### src/rtl/decod_strobe.sv
// decod_strobe: clocked select/enable decoder with a valid/ready request port.
// An accepted request drives a registered one-hot word for STROBE_LEN cycles,
// pulses out_done once, then holds all outputs low for GAP_CYC dead cycles.
// Optional macro DECOD_STROBE_PEND_EN adds a one-entry pending slot so the next
// request can be queued during a strobe/gap and launched without an idle cycle.
module decod_strobe #(
    parameter int SEL_W      = 4,
    parameter int STROBE_LEN = 3,
    parameter int GAP_CYC    = 2
) (
    input  logic                  clk,
    input  logic                  rst,
    input  logic                  in_valid,
    output logic                  in_ready,
    input  logic [SEL_W-1:0]      in_sel,
    input  logic                  in_en,
    output logic [(2**SEL_W)-1:0] out_onehot,
    output logic                  out_active,
    output logic                  out_done
);

    localparam int OUT_W   = 2**SEL_W;
    localparam int MAX_CNT = (STROBE_LEN > GAP_CYC) ? STROBE_LEN : GAP_CYC;
    localparam int CNT_W   = $clog2(MAX_CNT + 1);

    localparam logic [CNT_W-1:0] STROBE_LOAD = CNT_W'(STROBE_LEN - 1);
    localparam logic [CNT_W-1:0] GAP_LOAD    = CNT_W'((GAP_CYC > 0) ? (GAP_CYC - 1) : 0);

    typedef enum logic [1:0] {
        IDLE   = 2'd0,
        ACTIVE = 2'd1,
        GAP    = 2'd2
    } state_t;

    state_t           state_q, state_d;
    logic [CNT_W-1:0] cnt_q, cnt_d;
    logic [OUT_W-1:0] onehot_q, onehot_d;
    logic             active_q, active_d;
    logic             done_q, done_d;
    logic             accept;

    // A disabled request still strobes, just with every line low.
    function automatic logic [OUT_W-1:0] decode(input logic [SEL_W-1:0] sel, input logic en);
        logic [OUT_W-1:0] word;
        word = '0;
        if (en) word[sel] = 1'b1;
        return word;
    endfunction

`ifdef DECOD_STROBE_PEND_EN
    logic             pend_vld_q, pend_vld_d;
    logic [SEL_W-1:0] pend_sel_q, pend_sel_d;
    logic             pend_en_q, pend_en_d;
    logic             to_idle;

    // The edge where the block would otherwise fall back to IDLE.
    assign to_idle  = ((state_q == ACTIVE) && (cnt_q == '0) && (GAP_CYC == 0)) ||
                      ((state_q == GAP) && (cnt_q == '0));
    assign in_ready = (state_q == IDLE) || !pend_vld_q;
`else
    assign in_ready = (state_q == IDLE);
`endif

    assign accept = in_valid && in_ready;

    // Next-state, counter and registered-output decode.
    always_comb begin
        state_d  = state_q;
        cnt_d    = cnt_q;
        onehot_d = onehot_q;
        active_d = active_q;
        done_d   = 1'b0;
`ifdef DECOD_STROBE_PEND_EN
        pend_vld_d = pend_vld_q;
        pend_sel_d = pend_sel_q;
        pend_en_d  = pend_en_q;
`endif
        case (state_q)
            IDLE: begin
                if (accept) begin
                    state_d  = ACTIVE;
                    cnt_d    = STROBE_LOAD;
                    onehot_d = decode(in_sel, in_en);
                    active_d = 1'b1;
                end
            end
            ACTIVE: begin
                if (cnt_q != '0) begin
                    cnt_d = cnt_q - 1'b1;
                end else begin
                    onehot_d = '0;
                    active_d = 1'b0;
                    done_d   = 1'b1;
                    if (GAP_CYC > 0) begin
                        state_d = GAP;
                        cnt_d   = GAP_LOAD;
                    end else begin
                        state_d = IDLE;
                    end
                end
            end
            GAP: begin
                if (cnt_q != '0) begin
                    cnt_d = cnt_q - 1'b1;
                end else begin
                    state_d = IDLE;
                end
            end
            default: begin
                state_d = IDLE;
            end
        endcase
`ifdef DECOD_STROBE_PEND_EN
        // A queued request (or one arriving on the same edge) skips IDLE entirely.
        if (to_idle && pend_vld_q) begin
            state_d    = ACTIVE;
            cnt_d      = STROBE_LOAD;
            onehot_d   = decode(pend_sel_q, pend_en_q);
            active_d   = 1'b1;
            pend_vld_d = 1'b0;
        end else if (to_idle && accept) begin
            state_d  = ACTIVE;
            cnt_d    = STROBE_LOAD;
            onehot_d = decode(in_sel, in_en);
            active_d = 1'b1;
        end else if (accept && (state_q != IDLE)) begin
            pend_vld_d = 1'b1;
            pend_sel_d = in_sel;
            pend_en_d  = in_en;
        end
`endif
    end

    // State, counter and output registers; reset clears outputs without an edge.
    always_ff @(posedge clk or posedge rst) begin
        if (rst) begin
            state_q  <= IDLE;
            cnt_q    <= '0;
            onehot_q <= '0;
            active_q <= 1'b0;
            done_q   <= 1'b0;
        end else begin
            state_q  <= state_d;
            cnt_q    <= cnt_d;
            onehot_q <= onehot_d;
            active_q <= active_d;
            done_q   <= done_d;
        end
    end

`ifdef DECOD_STROBE_PEND_EN
    // Pending-request slot.
    always_ff @(posedge clk or posedge rst) begin
        if (rst) begin
            pend_vld_q <= 1'b0;
            pend_sel_q <= '0;
            pend_en_q  <= 1'b0;
        end else begin
            pend_vld_q <= pend_vld_d;
            pend_sel_q <= pend_sel_d;
            pend_en_q  <= pend_en_d;
        end
    end

    // With a one-cycle period, back-to-back done pulses are legitimate.
    localparam bit DONE_BURST = ((STROBE_LEN + GAP_CYC) == 1);
`else
    localparam bit DONE_BURST = 1'b0;
`endif

    assign out_onehot = onehot_q;
    assign out_active = active_q;
    assign out_done   = done_q;

    a_onehot_needs_active: assert property (@(posedge clk) disable iff (rst)
        (onehot_q != '0) |-> active_q);
    a_onehot0: assert property (@(posedge clk) disable iff (rst)
        $onehot0(onehot_q));
    a_done_single: assert property (@(posedge clk) disable iff (rst)
        (done_q && !DONE_BURST) |=> !done_q);

endmodule

### config.mk
export PLATFORM = sky130hd
export DESIGN_NAME = decod_strobe
export DESIGN_NICKNAME = d
export VERILOG_FILES = /design/src/rtl/decod_strobe.sv
export SDC_FILE = /design/constraint.sdc
export NUM_CORES = 1
export LEC_CHECK = 0
export ABC_CLOCK_PERIOD_IN_PS = 3700
export CORE_MARGIN = 2
export CORE_UTILIZATION = 52
export DETAILED_ROUTE_END_ITERATION = 8
export GPL_TIMING_DRIVEN = 0
export MAX_ROUTING_LAYER = met4
export PLACE_DENSITY = 0.83
export SYNTH_ARGS = -nofsm -noshare
export SYNTH_HDL_FRONTEND = slang
export SYNTH_SLANG_ARGS = --single-unit
export TNS_END_PERCENT = 50
### constraint.sdc
create_clock -name clk -period 3.7 [get_ports clk]
set_input_delay 0.74 -clock clk [delete_from_list [all_inputs] [get_ports clk]]
set_output_delay 0.74 -clock clk [all_outputs]
set_load 0.01 [all_outputs]
==> implementation parameters <==
Parameter                              Value

Power
  Power Dens Cells    657 mW/mm²
  Post-route total power    966 µW
  Leakage    0.627 nW
  Highest ir drop seen on vdd    0.528 mV

Finish
  Number of antenna cells inserted    0
  Register cell area after layout    551 µm²
  Area growth from synthesis to layout    27.6%
  Layout Nets    155
  Area of combinational cells with multiple inputs    528 µm²
  Final-layout fill cell count    168
  Finished Core Util    68.4%
  Layout cells sized above 1    8.76%

Synthesis
  Syn_area_per_cell    10.7 µm²
  Post-synthesis cell type count    27
  Proportion of synthesized chip area in sequential cells    47.8%
  Netlist area before placement    0.00115 mm²
  Cells taking the most area after synthesis    sky130_fd_sc_hd__dfrtp_1 48%, sky130_fd_sc_hd__o41ai_1 12%, sky130_fd_sc_hd__ha_1 8.7%
  Synth warnings    0
  Most used DFF post-synth    sky130_fd_sc_hd__dfrtp_1
  Flip-flop and latch count after synthesis    22
  Cell taking the most area after synthesis    sky130_fd_sc_hd__dfrtp_1
  Area share of the largest cell type after synthesis    47.8%
  Post-synth net total    124
  Most common cell in the netlist    sky130_fd_sc_hd__dfrtp_1
  Post-synth top cells    22 x sky130_fd_sc_hd__dfrtp_1, 17 x sky130_fd_sc_hd__o21ai_0, 16 x sky130_fd_sc_hd__o41ai_1
  Cells after Synth    108
  Ys async rst share    100%
  EDFF count, synth    0

Global route
  Total routing resource utilization after global routing    23.7%
  Vias in the first global route    912
  Global-route wire length before repair    4.46 mm
  Antenna violations before repair    0
  Pin count of the biggest net entering global routing    23
  Overflow left after global routing    0

Worst setup path
  Arrival time of the worst setup path    1710 ps
  Worst Reg-to-Reg Cells    6
  Kind of start point of the critical path    flip-flop
  Critical path peak fanout    5
  Endpoint type of the worst setup path    output port
  Data required time of the critical path    2960 ps
  CP Class    reg -> out

Floorplanning
  Overall die height    51.1 µm
  Area of the die    0.00261 mm²
  Number of placement rows    17
  Placeable core region    0.00215 mm²
  Ports    27
  Initial core utilization    53.6%
  Overall die width    51.1 µm

CTS
  Clock sink total    22
  Root buffer cell    sky130_fd_sc_hd__clkbuf_4
  Post-CTS Repair Setup Buffers    0
  Hold-fix buffers, CTS    0
  CTS tree    built
  Number of buffers created by CTS    3
  Resized cells post-CTS    0
  H-tree depth    1
  Reg clk slew, reported paths    110 ps
  Latest clock arrival within the worst-skew pair    300 ps
  Max Buffers Root-to-Sink    2

Timing
  Final Critical Period    2450 ps
  Unrepaired setup endpoints after global routing    no
  Worst relative slew slack    43.9%
  Slew of the pin with the lowest slew margin    840 ps
  Max Clock Skew    3.38 ps
  Post-layout worst setup margin    1250 ps
  Setup violators final    0
  Share of the clock period used by the worst path after layout    66.3%
  Maximum clock rate    408 MHz
  Number of hold-slack violations in the final timing report    0
  Max-slew violation count    0
  TNS Setup    0 ps

Routing
  Top sig layer    met4
  Met2 wire length    1.43 mm
  Total length of routed wires    2.79 mm
  Met3 wirelength from detailed routing    161 µm
  Post-detailed-route wirelength per cell    16.9 µm
  Length of routed wiring on met1    1.17 mm
  Residual DRC count    0
  Total number of vias    1011
  Remaining number of nets flagged by the antenna check after routing    0
  Number of iterations in the first detailed-routing pass    4
  Via density    6.13
  Number of DRC markers after the initial detailed-route iteration    31

Placed design
  DPL Wire Length    2.09 mm
  Buffers on Ports    26
  Global placer's final weighted congestion    0.828
  Setup slack after placement    1420 ps

Min path
  Hold Crit Depth    2
  Path category of the worst min-delay check    reg -> reg

Run status
  Status    finished, final reports clean

Run
  Maximum Capacitance Violations    0
[cells by family (layout without fill, tap and decap cells)]
kind of cell    count (synthesis)  after routing  synth area share [%]
flops                          22             22                  47.8
simple gates                   15             15                  8.47
buf+inv                        15             44                  6.41
compound gates                 47             47                  27.5
fa+ha+maj                       8              8                  8.69
mux                             1              1                  1.19
[through the flow]
stage          cells  hold WS (ps)  cell area [µm²]
3_3_place_gp     162           488             1450
6_report         165           516             1470
5_1_grt          165           552             1470
3_5_place_dp     162           494             1450
4_1_cts          165           520             1470
2_1_floorplan    108           529             1150
[worst paths after layout]
check                               from            end  slack, ps
max in group asynchronous            rst     state_q[1]       2290
hold reg to reg            out_onehot[6]  out_onehot[6]        520
hold / removal             out_onehot[6]  out_onehot[6]        520
min in group asynchronous            rst       cnt_q[1]        890
setup / recovery              state_q[0]       in_ready       1250
setup reg to reg              state_q[1]  out_onehot[5]       1650
[power by group]
group          total (mW)  internal [mW]  switching [mW]
clock               0.105         0.0379          0.0673
sequential          0.325          0.291          0.0343
combinational       0.536          0.226           0.310
total               0.966          0.554           0.412
[final cells by class]
type,count,share of cell area (%)
buffer,7,2.98
clock buffer,3,1.53
inverter,8,2.04
multi-input combinational,71,35.9
sequential,22,37.4
tap,28,2.38
timing repair buffer,26,17.7
[flip-flops by register name, indices dropped and copies added (netlist names)]
signal / count
state_q: 2
out_active: 1
out_done: 1
out_onehot: 16
cnt_q: 2
[worst max-delay path, cell delays in order, from the launching register on]
cell and delay, ps:
sky130_fd_sc_hd__dfrtp_1 450, sky130_fd_sc_hd__inv_1 120, sky130_fd_sc_hd__ha_1 270, sky130_fd_sc_hd__clkdlybuf4s50_1 580
[metal layers]
layer	track usage, %	vias to the layer above
met5	-	-
met4	6.76	0
met3	2.63	4
li1	-	474
met2	40.7	38
met1	29.5	495
[cell usage in the layout (no fill, tap or decap), types with 3 or more instances in the layout]
cell type	count
sky130_fd_sc_hd__dfrtp_1	22
sky130_fd_sc_hd__inv_1	8
sky130_fd_sc_hd__clkdlybuf4s50_1	26
sky130_fd_sc_hd__clkbuf_1	3
sky130_fd_sc_hd__clkbuf_4	3
sky130_fd_sc_hd__a21oi_1	7
sky130_fd_sc_hd__o41ai_1	16
sky130_fd_sc_hd__o21ai_0	17
sky130_fd_sc_hd__ha_1	8
sky130_fd_sc_hd__nand3b_1	3
Power figures use the tool's default switching activity.
